File: config.mk
export PLATFORM = sky130hd
export DESIGN_NAME = load_unit
export DESIGN_NICKNAME = d
export VERILOG_FILES = /design/src/rtl/cpu_defs.sv /design/src/rtl/load_align_extend.sv /design/src/rtl/load_unit.sv
export SDC_FILE = /design/constraint.sdc
export NUM_CORES = 1
export LEC_CHECK = 0
export CORE_MARGIN = 2
export CORE_UTILIZATION = 45
export CTS_CLUSTER_SIZE = 40
export DETAILED_ROUTE_END_ITERATION = 12
export GPL_ROUTABILITY_DRIVEN = 0
export MAX_ROUTING_LAYER = met4
export PLACE_DENSITY = 0.89
export SYNTH_ARGS = -nofsm -noshare
export SYNTH_HDL_FRONTEND = slang
export SYNTH_HIERARCHICAL = 1
export SYNTH_SLANG_ARGS = --single-unit
File: constraint.sdc
create_clock -name clock -period 3.45 [get_ports clock]
set_clock_uncertainty 0.2 [all_clocks]
set_input_delay 0.69 -clock clock [delete_from_list [all_inputs] [get_ports clock]]
set_output_delay 0.69 -clock clock [all_outputs]
set_load 0.1 [all_outputs]
File: src/rtl/cpu_defs.sv
// Shared CPU definitions: load opcode, funct3 load subtypes, ROB sentinel
// and the load unit's state encoding.
package cpu_defs;

    localparam int XLEN  = 32;
    localparam int ROB_W = 6;

    localparam logic [6:0] LOAD_OP = 7'b0000011;

    localparam logic [2:0] F3_LB  = 3'b000;
    localparam logic [2:0] F3_LH  = 3'b001;
    localparam logic [2:0] F3_LW  = 3'b010;
    localparam logic [2:0] F3_LBU = 3'b100;
    localparam logic [2:0] F3_LHU = 3'b101;

    localparam logic [ROB_W-1:0] INVALID_ROB = 6'd16;

    typedef enum logic [1:0] {
        LU_IDLE  = 2'd0,
        LU_MEM   = 2'd1,
        LU_BCAST = 2'd2,
        LU_DRAIN = 2'd3
    } lu_state_t;

endpackage

File: src/rtl/load_align_extend.sv
// Byte-lane extraction and sign/zero extension of a returned memory word,
// plus misalignment / illegal-subtype detection for a load.
module load_align_extend
    import cpu_defs::*;
#(
    parameter int XLEN = 32
) (
    input  logic [XLEN-1:0] rdata,
    input  logic [1:0]      addr_lo,
    input  logic [2:0]      load_type,
    output logic [XLEN-1:0] result,
    output logic            fault
);

    logic [7:0]  byte_sel;
    logic [15:0] half_sel;

    always_comb begin
        byte_sel = rdata[{addr_lo, 3'b000} +: 8];
        half_sel = rdata[{addr_lo[1], 4'b0000} +: 16];
        result   = '0;
        fault    = 1'b0;
        unique case (load_type)
            F3_LB:  result = {{(XLEN-8){byte_sel[7]}}, byte_sel};
            F3_LBU: result = {{(XLEN-8){1'b0}}, byte_sel};
            F3_LH: begin
                fault  = addr_lo[0];
                result = {{(XLEN-16){half_sel[15]}}, half_sel};
            end
            F3_LHU: begin
                fault  = addr_lo[0];
                result = {{(XLEN-16){1'b0}}, half_sel};
            end
            F3_LW: begin
                fault  = (addr_lo != 2'b00);
                result = rdata;
            end
            default: fault = 1'b1;
        endcase
        // A faulting load always broadcasts zero data.
        if (fault) result = '0;
    end

endmodule

File: src/rtl/load_unit.sv
// Single-outstanding load execution unit: issue capture, one-beat memory
// read, alignment/extension, and a granted broadcast on a CDB slot.
module load_unit
    import cpu_defs::*;
#(
    parameter int                XLEN        = cpu_defs::XLEN,
    parameter int                ROB_W       = cpu_defs::ROB_W,
    parameter logic [ROB_W-1:0]  INVALID_ROB = cpu_defs::INVALID_ROB
) (
    input  logic             clock,
    input  logic             reset,
    input  logic             load_enable,
    input  logic [XLEN-1:0]  load_addr,
    input  logic [2:0]       load_type,
    input  logic [ROB_W-1:0] load_rob,
    input  logic             flush,
    output logic             busy,
    output logic             mem_req,
    output logic [XLEN-1:0]  mem_addr,
    input  logic             mem_ready,
    input  logic [XLEN-1:0]  mem_rdata,
    output logic             cdb_valid,
    output logic [XLEN-1:0]  cdb_data,
    output logic [ROB_W-1:0] cdb_rob,
    output logic             cdb_exc,
    input  logic             cdb_grant
);

    // Handshakes: mem_req/mem_addr hold until mem_ready is sampled high at a
    // posedge; cdb_valid/cdb_data/cdb_rob/cdb_exc hold until cdb_grant is
    // sampled high. Either ready/grant outside its own state is ignored.

    lu_state_t        state, state_next;
    logic [XLEN-1:0]  addr_q;
    logic [2:0]       type_q;
    logic [ROB_W-1:0] rob_q;
    logic [XLEN-1:0]  data_q;
    logic             exc_q;

    logic             capture;
    logic             capture_fault;
    logic             latch_result;

    logic [1:0]       align_addr;
    logic [2:0]       align_type;
    logic [XLEN-1:0]  align_result;
    logic             align_fault;

    // In IDLE the aligner classifies the incoming request; otherwise it
    // works on the captured load against the returned word.
    assign align_addr = (state == LU_IDLE) ? load_addr[1:0] : addr_q[1:0];
    assign align_type = (state == LU_IDLE) ? load_type      : type_q;

    load_align_extend #(.XLEN(XLEN)) u_align (
        .rdata     (mem_rdata),
        .addr_lo   (align_addr),
        .load_type (align_type),
        .result    (align_result),
        .fault     (align_fault)
    );

    always_comb begin
        state_next    = state;
        capture       = 1'b0;
        capture_fault = 1'b0;
        latch_result  = 1'b0;
        unique case (state)
            LU_IDLE: begin
                if (load_enable && !flush) begin
                    capture       = 1'b1;
                    capture_fault = align_fault;
                    state_next    = align_fault ? LU_BCAST : LU_MEM;
                end
            end
            LU_MEM: begin
                if (mem_ready) begin
                    latch_result = !flush;
                    state_next   = flush ? LU_IDLE : LU_BCAST;
                end else if (flush) begin
                    state_next = LU_DRAIN;
                end
            end
            LU_DRAIN: begin
                if (mem_ready) state_next = LU_IDLE;
            end
            LU_BCAST: begin
                if (flush || cdb_grant) state_next = LU_IDLE;
            end
            default: state_next = LU_IDLE;
        endcase
    end

    always_ff @(posedge clock or posedge reset) begin
        if (reset) begin
            state  <= LU_IDLE;
            addr_q <= '0;
            type_q <= '0;
            rob_q  <= '0;
            data_q <= '0;
            exc_q  <= 1'b0;
        end else begin
            state <= state_next;
            if (capture) begin
                addr_q <= load_addr;
                type_q <= load_type;
                rob_q  <= load_rob;
                data_q <= '0;
                exc_q  <= capture_fault;
            end else if (latch_result) begin
                data_q <= align_result;
                exc_q  <= 1'b0;
            end
        end
    end

    assign busy      = (state != LU_IDLE);
    assign mem_req   = (state == LU_MEM) || (state == LU_DRAIN);
    assign mem_addr  = {addr_q[XLEN-1:2], 2'b00};
    assign cdb_valid = (state == LU_BCAST);
    assign cdb_data  = cdb_valid ? data_q : '0;
    assign cdb_rob   = cdb_valid ? rob_q : INVALID_ROB;
    assign cdb_exc   = cdb_valid & exc_q;

endmodule

; Word-level counts from Yosys, hierarchy flattened
; Index checks and enable logic that the tools add are counted.
[classes]
muxes = 25
reduce_logical = 12
bitwise = 1
n_eq_ne = 11
shifts = 2
[op_table]
columns = cell, count
row1 = 32-bit case mux with 5 select lines, 1
row2 = 32-bit 2-to-1 mux, 4
row3 = 32-bit by 6-bit indexed part select with 16-bit output, 1
row4 = 32-bit by 6-bit indexed part select with 8-bit output, 1
row5 = 2-bit 2-to-1 mux, 8
row6 = 1-bit 2-to-1 mux, 8
row7 = 2-bit case mux with 4 select lines, 1
row8 = "3-bit equality test, second input constant", 2
row9 = 6-bit 2-to-1 mux, 1
row10 = 2-bit nonzero test, 3
row11 = "2-bit equality test, second input constant", 2
row12 = "2-bit by 1-bit != test with 1-bit output, second input constant", 2
row13 = 4-bit AND reduction, 1
row14 = 2-bit OR reduction, 2
row15 = "3-bit by 1-bit equality test with 1-bit output, second input constant", 1
row16 = "3-bit by 2-bit equality test with 1-bit output, second input constant", 1
row17 = 3-bit zero test, 1
row18 = 3-bit 2-to-1 mux, 1
row19 = "3-bit != test, second input constant", 1
row20 = 1-bit case mux with 3 select lines, 1
row21 = "2-bit by 1-bit equality test with 1-bit output, second input constant", 1
row22 = 2-bit zero test, 1
row23 = 1-bit logical OR, 2
row24 = "2-bit != test, second input constant", 1
row25 = 3 further kinds, 3
[totals]
ff_bits = 76
in_bits = 79
out_inout_bits = 74

; Longest topological paths before layout
[logic_depth]
word_depth = 8
ltp_mapped = 9

; By module
; Netlist, hierarchy kept.
[by_module_without_submodules]
columns = module, cells_each, seq_area_each_um2, area_per_inst_um2, instances
row1 = load_unit, 260, 1901.8, 3474.6, 1
row2 = load_align_extend, 117, 0.0, 805.8, 1

; Worst setup path after synthesis
; No wires, ideal clock.
[synth_path]
path_kind = register -> output
startpoint = register state[1]
endpoint = output port cdb_data[26]
arrival_time_ps = 2513
stages_incl_launch_ff = 5
setup_slack_ps = 47
t_required_ps = 2560
path_cell_list = dfrtp_1 > inv_1 > nor2_1 > clkbuf_1 > and2_1
[synth_between]
elab_chain_len = 2
[synth_rtl]
columns = item, line_no
row1 = from (decl), load_unit.sv:33  ; lu_state_t state, state_next;
row2 = from (signal assigned), load_unit.sv:102  ; state <= state_next;
row3 = 2-bit equality test, load_unit.sv:119  ; assign cdb_valid = (state == LU_BCAST);
row4 = via cdb_valid, load_unit.sv:22  ; output logic cdb_valid,
row5 = 32-bit 2-to-1 mux, load_unit.sv:120  ; assign cdb_data = cdb_valid ? data_q : '0;
row6 = to (decl), load_unit.sv:23  ; output logic [XLEN-1:0] cdb_data,
; The timed path passes the listed nets, and every way through them passes these cells.

; Worst setup path after layout
[layout_path]
startpoint = register state[0]
endpoint = register state[1]
[layout_between]
elab_chain_len = 8
[layout_rtl]
columns = item, line_no
row1 = 2-bit zero test *, load_unit.sv:52  ; assign align_type = (state == LU_IDLE) ? load_type : type_q;
row2 = 3-bit 2-to-1 mux *, load_unit.sv:52
row3 = via align_type[1], load_unit.sv:45  ; logic [2:0] align_type;
row4 = "3-bit by 1-bit equality test with 1-bit output, or another cell as far along", load_align_extend.sv:23  ; unique case (load_type)
row5 = 2-bit OR reduction (no line), n/a
row6 = 1-bit case mux with 3 select lines *, load_align_extend.sv:23
row7 = via align_fault, load_unit.sv:47  ; logic align_fault;
row8 = 2-bit 2-to-1 mux *, load_unit.sv:72  ; state_next = align_fault ? LU_BCAST : LU_MEM;
row9 = 2-bit 2-to-1 mux *, load_unit.sv:69  ; if (load_enable && !flush) begin
row10 = 2-bit case mux with 4 select lines *, load_unit.sv:67  ; unique case (state)
; The timed path passes the listed nets; every way through them passes the cells marked *. The select of a mux whose other input is x is not followed.
; A chain may end at the register's enable or synchronous reset.

==> impl_metrics.py <==
metrics = {
    "route": {
        "wl_um": 10700,
        "routedWlPerCell_um": 17.2,
        "vias_per_cell": 5.39,
        "drtAntennaViolNets": 0,
        "drt_first_pass_iters": 4,
        "drtIter0Drc": 199,
        "num_vias": 3343,
        "drc": 0,
    },
    "grt": {
        "grt-ovfl-total": 0,
        "grt_usage_pct": 21.1,
        "grt_pass1_vias": 3232,
        "grt_antenna_before_repair": 0,
        "grt_pass1_wl_um": 16400,
        "grt_max_degree": 44,
    },
    "placed_design": {
        "io_buffers": 150,
        "place_worst_setup_slack_ns": 0.352,
        "dp_hpwl_um": 7660,
    },
    "timing": {
        "setup_viol": 0,
        "finalHoldViolations": 0,
        "fin_tns_setup_ns": 0,
        "fin_crit_sh_pct": 86.5,
        "clock.fmax_mhz": 335,
        "worst_slew_pin_slew_ns": 0.937,
        "fin_crit_ns": 2.99,
        "drv_slew": 0,
        "relSlewSlack_pct": 37.5,
        "postLayoutSetupSlackWorst_ns": 0.465,
        "grt_setup_unrepaired": "no",
    },
    "power_and_ir_drop": {
        "peakVddDrop_uv": 572,
        "power_leakage_nw": 2.49,
        "power_density_nw_per_um2": 1020,
    },
    "cts": {
        "cts_buffer_depth": 2,
        "postCtsSetupRepairBufs": 0,
        "cts_made_buffers": 9,
        "clk_latency_ns": 0.34,
        "ctsHoldBuffers": 0,
        "cts_root_buffer": "clkbuf_8",
        "htreeDepth": 3,
        "cts_resized": 0,
        "clk_pin_slew_ns": 0.08,
        "cts_tree": "yes",
        "clock-sinks": 76,
    },
    "synth": {
        "synth-simple-area-share_pct": 11.0,
        "synth-seq-cells": 76,
        "synth_fa_ha_area_share_pct": 0,
        "synth_cells": 377,
        "synth_top_family_by_area": "multiplexers",
        "muxShareOfSynthArea_pct": 17.1,
        "ys_seq_area_share_pct": 44.4,
        "synth_cell_types": 42,
        "ys_warn_count": 6,
        "syn_avg_cell_area_um2": 11.4,
        "syn_area_um2": 4280,
        "synth_compound_area_share_pct": 16.4,
        "synth-xor-area-share_pct": 0,
    },
    "critical_path": {
        "critical_path_arrival_ns": 3.03,
        "worstPathRequired_ns": 3.49,
        "cp-start-kind": "flop",
        "critical_path.max_stage_delay_ns": 0.70,
        "crit_path_end_kind": "flop",
        "crit_type": "reg -> reg",
        "worstPathCellList": "nor2_1, mux2_2, a21oi_1, a21oi_2, a311oi_1, o32ai_1",
        "crit_fanout": 19,
        "crit_slowest_cell": "a21oi_2",
        "r2r_slack_ns": 0.46,
    },
    "die": {
        "die_h_um": 102,
        "dieArea_um2": 10300,
        "die_x_um": 102,
        "coreArea_um2": 9240,
        "rows": 35,
        "initial_core_util_pct": 46.3,
        "ios": 153,
    },
    "finish": {
        "mostFrequentLayoutCells": "80 x buf_4, 78 x clkdlybuf4s50_1, 76 x dfrtp_1",
        "syn2layout_area_growth_pct": 31.0,
        "drive_gt1_share_pct": 33.8,
        "insertedDiodeCount": 0,
        "final_common_cell": "buf_4",
        "nets": 565,
    },
    "run_status": {
        "status": "finished, final reports clean",
    },
    "hold_path": {
        "hold_path.class": "reg -> reg",
    },
    "job": {
        "maxCapViolCount": 0,
    },
}
-- cells in the mapped netlist --
| cell type | n | share of area [%] |
|---|---|---|
| and2_1 | 38 | 5.6 |
| or2_2 | 1 | 0.15 |
| mux4_2 | 1 | 0.53 |
| a31oi_1 | 1 | 0.15 |
| inv_1 | 5 | 0.44 |
| buf_6 | 10 | 2.6 |
| or2b_1 | 1 | 0.18 |
| a22o_2 | 2 | 0.47 |
| a21oi_2 | 11 | 2.3 |
| mux2_2 | 38 | 10 |
| a21boi_0 | 1 | 0.18 |
| a21oi_1 | 22 | 2.6 |
| nor2_1 | 3 | 0.26 |
| nand2_1 | 26 | 2.3 |
| nor3_2 | 1 | 0.23 |
| o32ai_1 | 1 | 0.20 |
| clkbuf_1 | 10 | 0.88 |
| buf_4 | 35 | 6.1 |
| nor2_4 | 1 | 0.26 |
| dlygate4sd1_1 | 1 | 0.20 |
| or3b_1 | 1 | 0.20 |
| mux2_4 | 8 | 2.8 |
| o22a_2 | 1 | 0.23 |
| o32a_1 | 8 | 1.9 |
| buf_1 | 1 | 0.088 |
| buf_2 | 5 | 0.58 |
| or3_1 | 2 | 0.29 |
| a2bb2oi_1 | 7 | 1.4 |
| o21ai_2 | 1 | 0.20 |
| conb_1 | 1 | 0.088 |
| nor2b_1 | 2 | 0.29 |
| o21bai_1 | 1 | 0.18 |
| dfrtp_1 | 76 | 44 |
| mux2i_1 | 16 | 3.7 |
| o21ai_1 | 1 | 0.12 |
| nor4bb_1 | 1 | 0.23 |
| nor3_1 | 1 | 0.12 |
| a311oi_1 | 1 | 0.20 |
| nor3b_2 | 1 | 0.29 |
| a22o_1 | 31 | 6.3 |
| nor4b_4 | 1 | 0.56 |
| nand2b_1 | 1 | 0.15 |
-- routing by layer --
metal / part of all wire [%] / track usage, % / routed length [um] / up-vias
met3: 9.5 / 5.11 / 1020 / 17
met2: 46 / 31.7 / 4850 / 228
met4: 1.7 / 7.28 / 184 / 0
met1: 43 / 28.0 / 4600 / 1580
li1: - / - / - / 1518
met5: 0 / - / 0 / -
-- path summary, 6_finish.rpt --
kind,cells after the start,from,to
max,6,state[0],state[1]
min,1,data_q[29],data_q[29]
max reg2reg,6,state[0],state[1]
min reg2reg,1,data_q[29],data_q[29]
max in group asynchronous,3,reset,rob_q[1]
min in group asynchronous,2,reset,addr_q[26]
-- through the flow --
step,hold slack (ns),std cells,total power [mW],area (um2),utilization (%)
2_1_floorplan,0.258,378,4.65,4280,-
3_3_place_gp,0.280,604,5.00,5420,58.6
3_5_place_dp,0.278,604,5.07,5420,58.6
4_1_cts,0.300,620,5.75,5610,60.7
5_1_grt,0.314,620,5.97,5610,60.7
6_report,0.291,620,5.72,5610,60.7
-- layout make-up --
cell class / instances / area, um2
sequential: 76 / 1900
multi-input combinational: 235 / 1930
fill: 783 / 3630
clock inverter: 6 / 63.8
timing repair buffer: 159 / 1400
clock buffer: 10 / 128
inverter: 5 / 20.0
tap: 129 / 161
-- kinds of logic (layout without fill, tap and decap cells) --
kind of cell	after synthesis	count (layout)
AO/OA/AOI/OAI	89	89
other	1	2
AND/OR/NAND/NOR	81	81
multiplexers	63	63
flip-flops	76	76
buffers and inverters	67	180
-- report_power, final --
part	internal, mW	leakage [nW]	switching, mW
combinational	1.04	1.43	2.64
clock	0.334	0.0927	0.330
sequential	1.20	0.967	0.178
total	2.57	2.49	3.14
-- registers in the layout (all words and copies together) (netlist names) --
| name | flops |
|---|---|
| type_q | 3 |
| data_q | 32 |
| rob_q | 6 |
| exc_q | 1 |
| addr_q | 32 |
| state | 2 |
-- worst max-delay path: cells and delay by family, from the launching register on --
kind	cells	cell delay [ns]
AO/OA/AOI/OAI	4	1.31
flip-flops	1	0.50
AND/OR/NAND/NOR	1	0.45
multiplexers	1	0.43
No activity file was read; power rests on OpenSTA's default activity.
